## src/rtl/fifo_pkg.sv

```systemverilog
// Shared constants for the narrow/wide width-converting FIFOs (upsize and downsize).
package fifo_pkg;

  // Number of narrow words packed into one wide word.
  localparam int WIDTH_RATIO      = 2;
  localparam int DEF_W_DATA_WIDTH = 4;
  localparam int DEF_W_ADDR_WIDTH = 3;

  // Which of the two requests is accepted this cycle.
  typedef enum logic [1:0] {
    OP_IDLE = 2'b00,
    OP_RD   = 2'b01,
    OP_WR   = 2'b10,
    OP_BOTH = 2'b11
  } fifo_op_e;

endpackage

```

## src/rtl/pack_reg_file.sv

```systemverilog
// Register file: narrow synchronous write port, wide combinational read port that
// returns the narrow word at raddr (low half) and the one after it (high half).
module pack_reg_file
  import fifo_pkg::*;
#(
  parameter int DATA_WIDTH = DEF_W_DATA_WIDTH,
  parameter int ADDR_WIDTH = DEF_W_ADDR_WIDTH
) (
  input  logic                              clk,
  input  logic                              we,
  input  logic [ADDR_WIDTH-1:0]             waddr,
  input  logic [DATA_WIDTH-1:0]             wdata,
  input  logic [ADDR_WIDTH-1:0]             raddr,
  output logic [WIDTH_RATIO*DATA_WIDTH-1:0] rdata
);

  localparam int DEPTH = 1 << ADDR_WIDTH;

  logic [DATA_WIDTH-1:0] mem [DEPTH];

  // NOTE: storage has no reset; its contents are only observed behind the pointers.
  always_ff @(posedge clk) begin
    if (we) begin
      mem[waddr] <= wdata;
    end
  end

  // raddr is always even, so OR-ing in 1 selects the second word of the pair.
  assign rdata = {mem[raddr | ADDR_WIDTH'(1)], mem[raddr]};

endmodule

```

## src/rtl/fifo_upsize.sv

```systemverilog
// Narrow-in / wide-out FIFO: two consecutive narrow writes form one wide word,
// read first-word fall-through, earlier word in the low half.
module fifo_upsize
  import fifo_pkg::*;
#(
  parameter int W_DATA_WIDTH = DEF_W_DATA_WIDTH,
  parameter int W_ADDR_WIDTH = DEF_W_ADDR_WIDTH,
  parameter int R_DATA_WIDTH = WIDTH_RATIO * W_DATA_WIDTH,
  parameter int R_ADDR_WIDTH = W_ADDR_WIDTH - 1
) (
  input  logic                    clk,
  input  logic                    reset_n,
  input  logic                    wr,
  input  logic [W_DATA_WIDTH-1:0] w_data,
  input  logic                    rd,
  output logic [R_DATA_WIDTH-1:0] r_data,
  output logic                    empty,
  output logic                    full,
  output logic [W_ADDR_WIDTH:0]   level
);

  localparam int DEPTH = 1 << W_ADDR_WIDTH;
  localparam int LVL_W = W_ADDR_WIDTH + 1;

  localparam logic [LVL_W-1:0] LVL_FULL = LVL_W'(DEPTH);
  localparam logic [LVL_W-1:0] LVL_PAIR = LVL_W'(WIDTH_RATIO);
  localparam logic [LVL_W-1:0] LVL_ONE  = LVL_W'(1);

  generate
    if (R_DATA_WIDTH != WIDTH_RATIO * W_DATA_WIDTH || R_ADDR_WIDTH != W_ADDR_WIDTH - 1
        || W_ADDR_WIDTH < 1) begin : g_bad_params
      $error("fifo_upsize: unsupported parameter combination");
    end
  endgenerate

  // The read pointer is kept as a narrow-word address that steps by two, so it
  // wraps modulo the wide depth and needs no separate width when R_ADDR_WIDTH is 0.
  logic [W_ADDR_WIDTH-1:0] wr_ptr;
  logic [W_ADDR_WIDTH-1:0] rd_ptr;
  logic [LVL_W-1:0]        level_q;
  logic [R_DATA_WIDTH-1:0] head_word;
  logic                    wr_en;
  logic                    rd_en;
  fifo_op_e                op;

  assign empty = (level_q < LVL_PAIR);
  assign full  = (level_q == LVL_FULL);
  assign level = level_q;

  assign wr_en = wr & ~full;
  assign rd_en = rd & ~empty;

  // NOTE: every signal written in always_comb gets a default first, so no latch is inferred.
  always_comb begin
    op = OP_IDLE;
    case ({wr_en, rd_en})
      2'b10:   op = OP_WR;
      2'b01:   op = OP_RD;
      2'b11:   op = OP_BOTH;
      default: op = OP_IDLE;
    endcase
  end

  // NOTE: sequential state uses non-blocking assignments so all registers update together.
  always_ff @(posedge clk or negedge reset_n) begin
    if (!reset_n) begin
      wr_ptr  <= '0;
      rd_ptr  <= '0;
      level_q <= '0;
    end else begin
      if (wr_en) begin
        wr_ptr <= wr_ptr + W_ADDR_WIDTH'(1);
      end
      if (rd_en) begin
        rd_ptr <= rd_ptr + W_ADDR_WIDTH'(WIDTH_RATIO);
      end
      case (op)
        OP_WR:   level_q <= level_q + LVL_ONE;
        OP_RD:   level_q <= level_q - LVL_PAIR;
        OP_BOTH: level_q <= level_q - LVL_ONE;
        default: level_q <= level_q;
      endcase
    end
  end

  pack_reg_file #(
    .DATA_WIDTH (W_DATA_WIDTH),
    .ADDR_WIDTH (W_ADDR_WIDTH)
  ) u_mem (
    .clk   (clk),
    .we    (wr_en),
    .waddr (wr_ptr),
    .wdata (w_data),
    .raddr (rd_ptr),
    .rdata (head_word)
  );

  // Stale storage behind an empty head is masked so r_data reads as zero.
  assign r_data = empty ? '0 : head_word;

endmodule

```

## config.mk

```make
export PLATFORM = sky130hd
export DESIGN_NAME = fifo_upsize
export DESIGN_NICKNAME = d
export VERILOG_FILES = /design/src/rtl/fifo_pkg.sv /design/src/rtl/pack_reg_file.sv /design/src/rtl/fifo_upsize.sv
export SDC_FILE = /design/constraint.sdc
export NUM_CORES = 1
export LEC_CHECK = 0
export CORE_ASPECT_RATIO = 1.4
export CORE_UTILIZATION = 49
export CTS_CLUSTER_SIZE = 20
export DETAILED_ROUTE_END_ITERATION = 12
export HOLD_SLACK_MARGIN = 0.03
export PLACE_DENSITY = 0.74
export SLEW_MARGIN = 20
export SYNTH_ARGS = -nofsm -noshare
export SYNTH_HDL_FRONTEND = slang
export SYNTH_SLANG_ARGS = --single-unit
```

## constraint.sdc

```tcl
create_clock -name clk -period 2 [get_ports clk]
set_clock_uncertainty 0.05 [all_clocks]
set_input_delay 0.4 -clock clk [delete_from_list [all_inputs] [get_ports clk]]
set_output_delay 0.4 -clock clk [all_outputs]
set_load 0.01 [all_outputs]
```

==> out/metrics.csv <==
stage,metric,value,unit
status,status,"finished, violations left",
status,violated checks,setup timing,
critical_path,CP top delay family,multiplexers,
logic_synthesis,top cell type's share of synthesized area,0.506,
detailed_routing,wire per inst,16.7,um
global_routing,initial antenna violation count,0,
cts,Num CTS Buffers,5,
critical_path,CP Data Arrival Time,1.59,ns
detailed_routing,Via density,5.48,
critical_path,max incr delay on CP,0.50,ns
logic_synthesis,syn avg cell area,15.1,um2
logic_synthesis,Synth Register Bits,41,
logic_synthesis,Mapped Area,0.00190,mm2
placed_design,IO buf count,21,
timing,final hold vios,0,
global_routing,Total GRT Usage,0.218,
floorplan,Die X-Extent,54.6,um
final_layout,fin nets,191,
logic_synthesis,gate count of the mapped netlist,126,
cts,CTS tree,yes,
final_layout,Non-Filler Instances,223,
placed_design,pre-CTS setup slack,-0.150,ns
placed_design,gpl congestion,0.893,
cts,"CTS clk-pin slew, worst paths",0.08,ns
logic_synthesis,sequential element share of the synthesized area,0.625,
cts,CTS root buf,clkbuf_8,
timing,Final setup viols,9,
timing,Final min period,2.04,ns
hold_path,HP Class,in2async,
job,Max-Cap Viols,0,
logic_synthesis,Netlist cell types,34,
detailed_routing,Vias,1223,
cts,CTS Sinks,41,
critical_path,Crit. End Element,primary output,
floorplan,Core ar.,0.00368,mm2
critical_path,"reg-to-reg slack, setup",-0.01,ns
critical_path,CP startpoint,rd_ptr[1]$_DFFE_PN0P_,
global_routing,number of global-route vias before repair,1234,
critical_path,worst-path cell chain,"buf_6, mux4_2, nor2b_1, buf_2",
logic_synthesis,Post-synth EDFFs,32,
floorplan,Rows,26,
global_routing,first-pass GRT wire length,6030,um
cts,H-tree levels,2,
timing,Max Fclk,0.490,GHz
final_layout,fin util,0.682,
timing,final slew viol count,0,
critical_path,Worst Path Buf+Inv,2,
global_routing,"Remaining Overflow, GRT",0,
detailed_routing,drt initial violations,31,
critical_path,Reg-to-Reg End,level[2]$_DFFE_PN0P_,
critical_path,reg-to-reg startpoint,level[1]$_DFFE_PN0P_,
timing,RSZ-0062 raised after global routing,true,
floorplan,Die Ht,75.7,um
floorplan,IO Count,22,
logic_synthesis,Yosys top cell by area,edfxtp_1,
global_routing,pin count of the biggest net entering global routing,13,
critical_path,Crit Path Category,reg2out,
detailed_routing,DRT Pass-1 Iters,4,
cts,clk_lat worst skew,0.29,ns
floorplan,die area,0.00413,mm2
critical_path,startpoint types,register,
critical_path,CP Depth,4,
critical_path,r2r worst-path depth,10,
placed_design,placed insts,204,
cts,CTS Hold Buffers Added,0,
detailed_routing,DRC Markers,0,
critical_path,Worst setup endpoint,r_data[0],
timing,Final WS setup,-0.0395,ns
power,PD cells,1530,mW/mm2
logic_synthesis,asr flop ratio synth,0.220,
logic_synthesis,Post-Syn Nets,137,
power,Leak,0.995,nW
cts,clock tree buffer depth,2,
final_layout,synthesis-to-layout area growth,31.9,%
timing,worst slew pin tran,0.455,ns
detailed_routing,final WL,3720,um
power,Max IR drop VDD,1.02,mV
logic_synthesis,Yosys warning count,0,
detailed_routing,"antenna viol nets, final",0,
placed_design,post-DP HPWL,2530,um
final_layout,"commonest non-fill, non-tap cell in the layout",edfxtp_1,
logic_synthesis,ys flop type,edfxtp_1,
timing,Slew Limit Headroom,0.696,
critical_path,Worst path slowest cell,mux4_2,
final_layout,most frequent cells in the layout,"edfxtp_1, buf_4, clkdlybuf4s50_1",
final_layout,share of post-route cells with drive strength above 1,0.420,
timing,period utilization,1.02,
critical_path,CP required,1.55,ns
floorplan,Initial Utilization,0.517,
logic_synthesis,top post-synthesis cells by area,"edfxtp_1, dfrtp_1, mux4_2",
critical_path,Worst Path Max Fanout,5,
final_layout,ant diodes,0,
kinds of logic after synthesis:
kind of cell               after synthesis  share of synthesized area
and+or+nand+nor                         37                      0.115
xor gates and xnor gates                 6                     0.0277
AOI/OAI and AO/OA                       16                     0.0632
muxes                                    9                      0.101
adders and majority gates                4                     0.0257
buffers and inverters                   13                     0.0428
DFF                                     41                      0.625
stage by stage:
stage	hold slack [ns]	setup TNS [ns]	area (um2)	power, mW
final	0.369	-0.189	2510	3.85
after global routing	0.404	-0.772	2510	4.08
after CTS	0.382	-0.882	2490	3.84
after detailed placement	0.505	-0.957	2300	3.04
after global placement	0.494	-0.660	2300	2.99
after floorplan	0.0544	-0.235	1920	2.31
cell usage after synthesis, types with 3 or more instances:
library cell	instances
inv_1	5
nor3_1	4
nand2_1	8
nor2_1	7
xnor2_1	5
mux4_2	8
edfxtp_1	32
buf_6	3
a21oi_1	3
nor2b_1	8
ha_1	3
dfrtp_1	9
nand2b_1	5
worst min path at each step:
| stage | start | end |
|---|---|---|
| floorplan | reset_n | level[0]$_DFFE_PN0P_ |
| global placement | wr_ptr[2]$_DFFE_PN0P_ | wr_ptr[2]$_DFFE_PN0P_ |
| detailed placement | wr_ptr[2]$_DFFE_PN0P_ | wr_ptr[2]$_DFFE_PN0P_ |
| CTS | reset_n | level[0]$_DFFE_PN0P_ |
| global route | reset_n | level[0]$_DFFE_PN0P_ |
| finish | reset_n | level[0]$_DFFE_PN0P_ |
area by class of cell:
class	instances	area, um2
sequential	41	1190
clock inverter	1	30.0
tap	42	52.6
inverter	5	18.8
fill	257	1170
multi-input combinational	72	681
timing repair buffer	55	449
clock buffer	7	86.3
where the power goes:
part           internal [mW]  switching, mW  total [mW]  leakage [nW]
logic                   1.07          0.808        1.88         0.542
clock network          0.407          0.273       0.680        0.0585
registers               1.12          0.170        1.29         0.395
layer usage:
| metal | vias up | wire length (um) | GRT usage |
|---|---|---|---|
| li1 | 579 | - | - |
| met1 | 608 | 1500 | 0.258 |
| met2 | 30 | 2000 | 0.372 |
| met3 | 6 | 161 | 0.0579 |
| met4 | 0 | 51 | 0.0769 |
| met5 | - | 0 | 0 |
flip-flops by register name, summed over array words and instances, names as in the netlist:
| signal | count |
|---|---|
| u_mem.mem | 32 |
| level | 4 |
| wr_ptr | 3 |
| rd_ptr | 2 |
what timing repair did:
item / in CTS / in global routing
endpoints found under the hold margin: 0 / 0
setup buffers: 10 / 2
setup endpoints to repair: 11 / 10
gates resized for setup: 41 / 12
pin swaps: 1 / 0
cloned: 1 / 0
(Power assumes the default switching activity.)
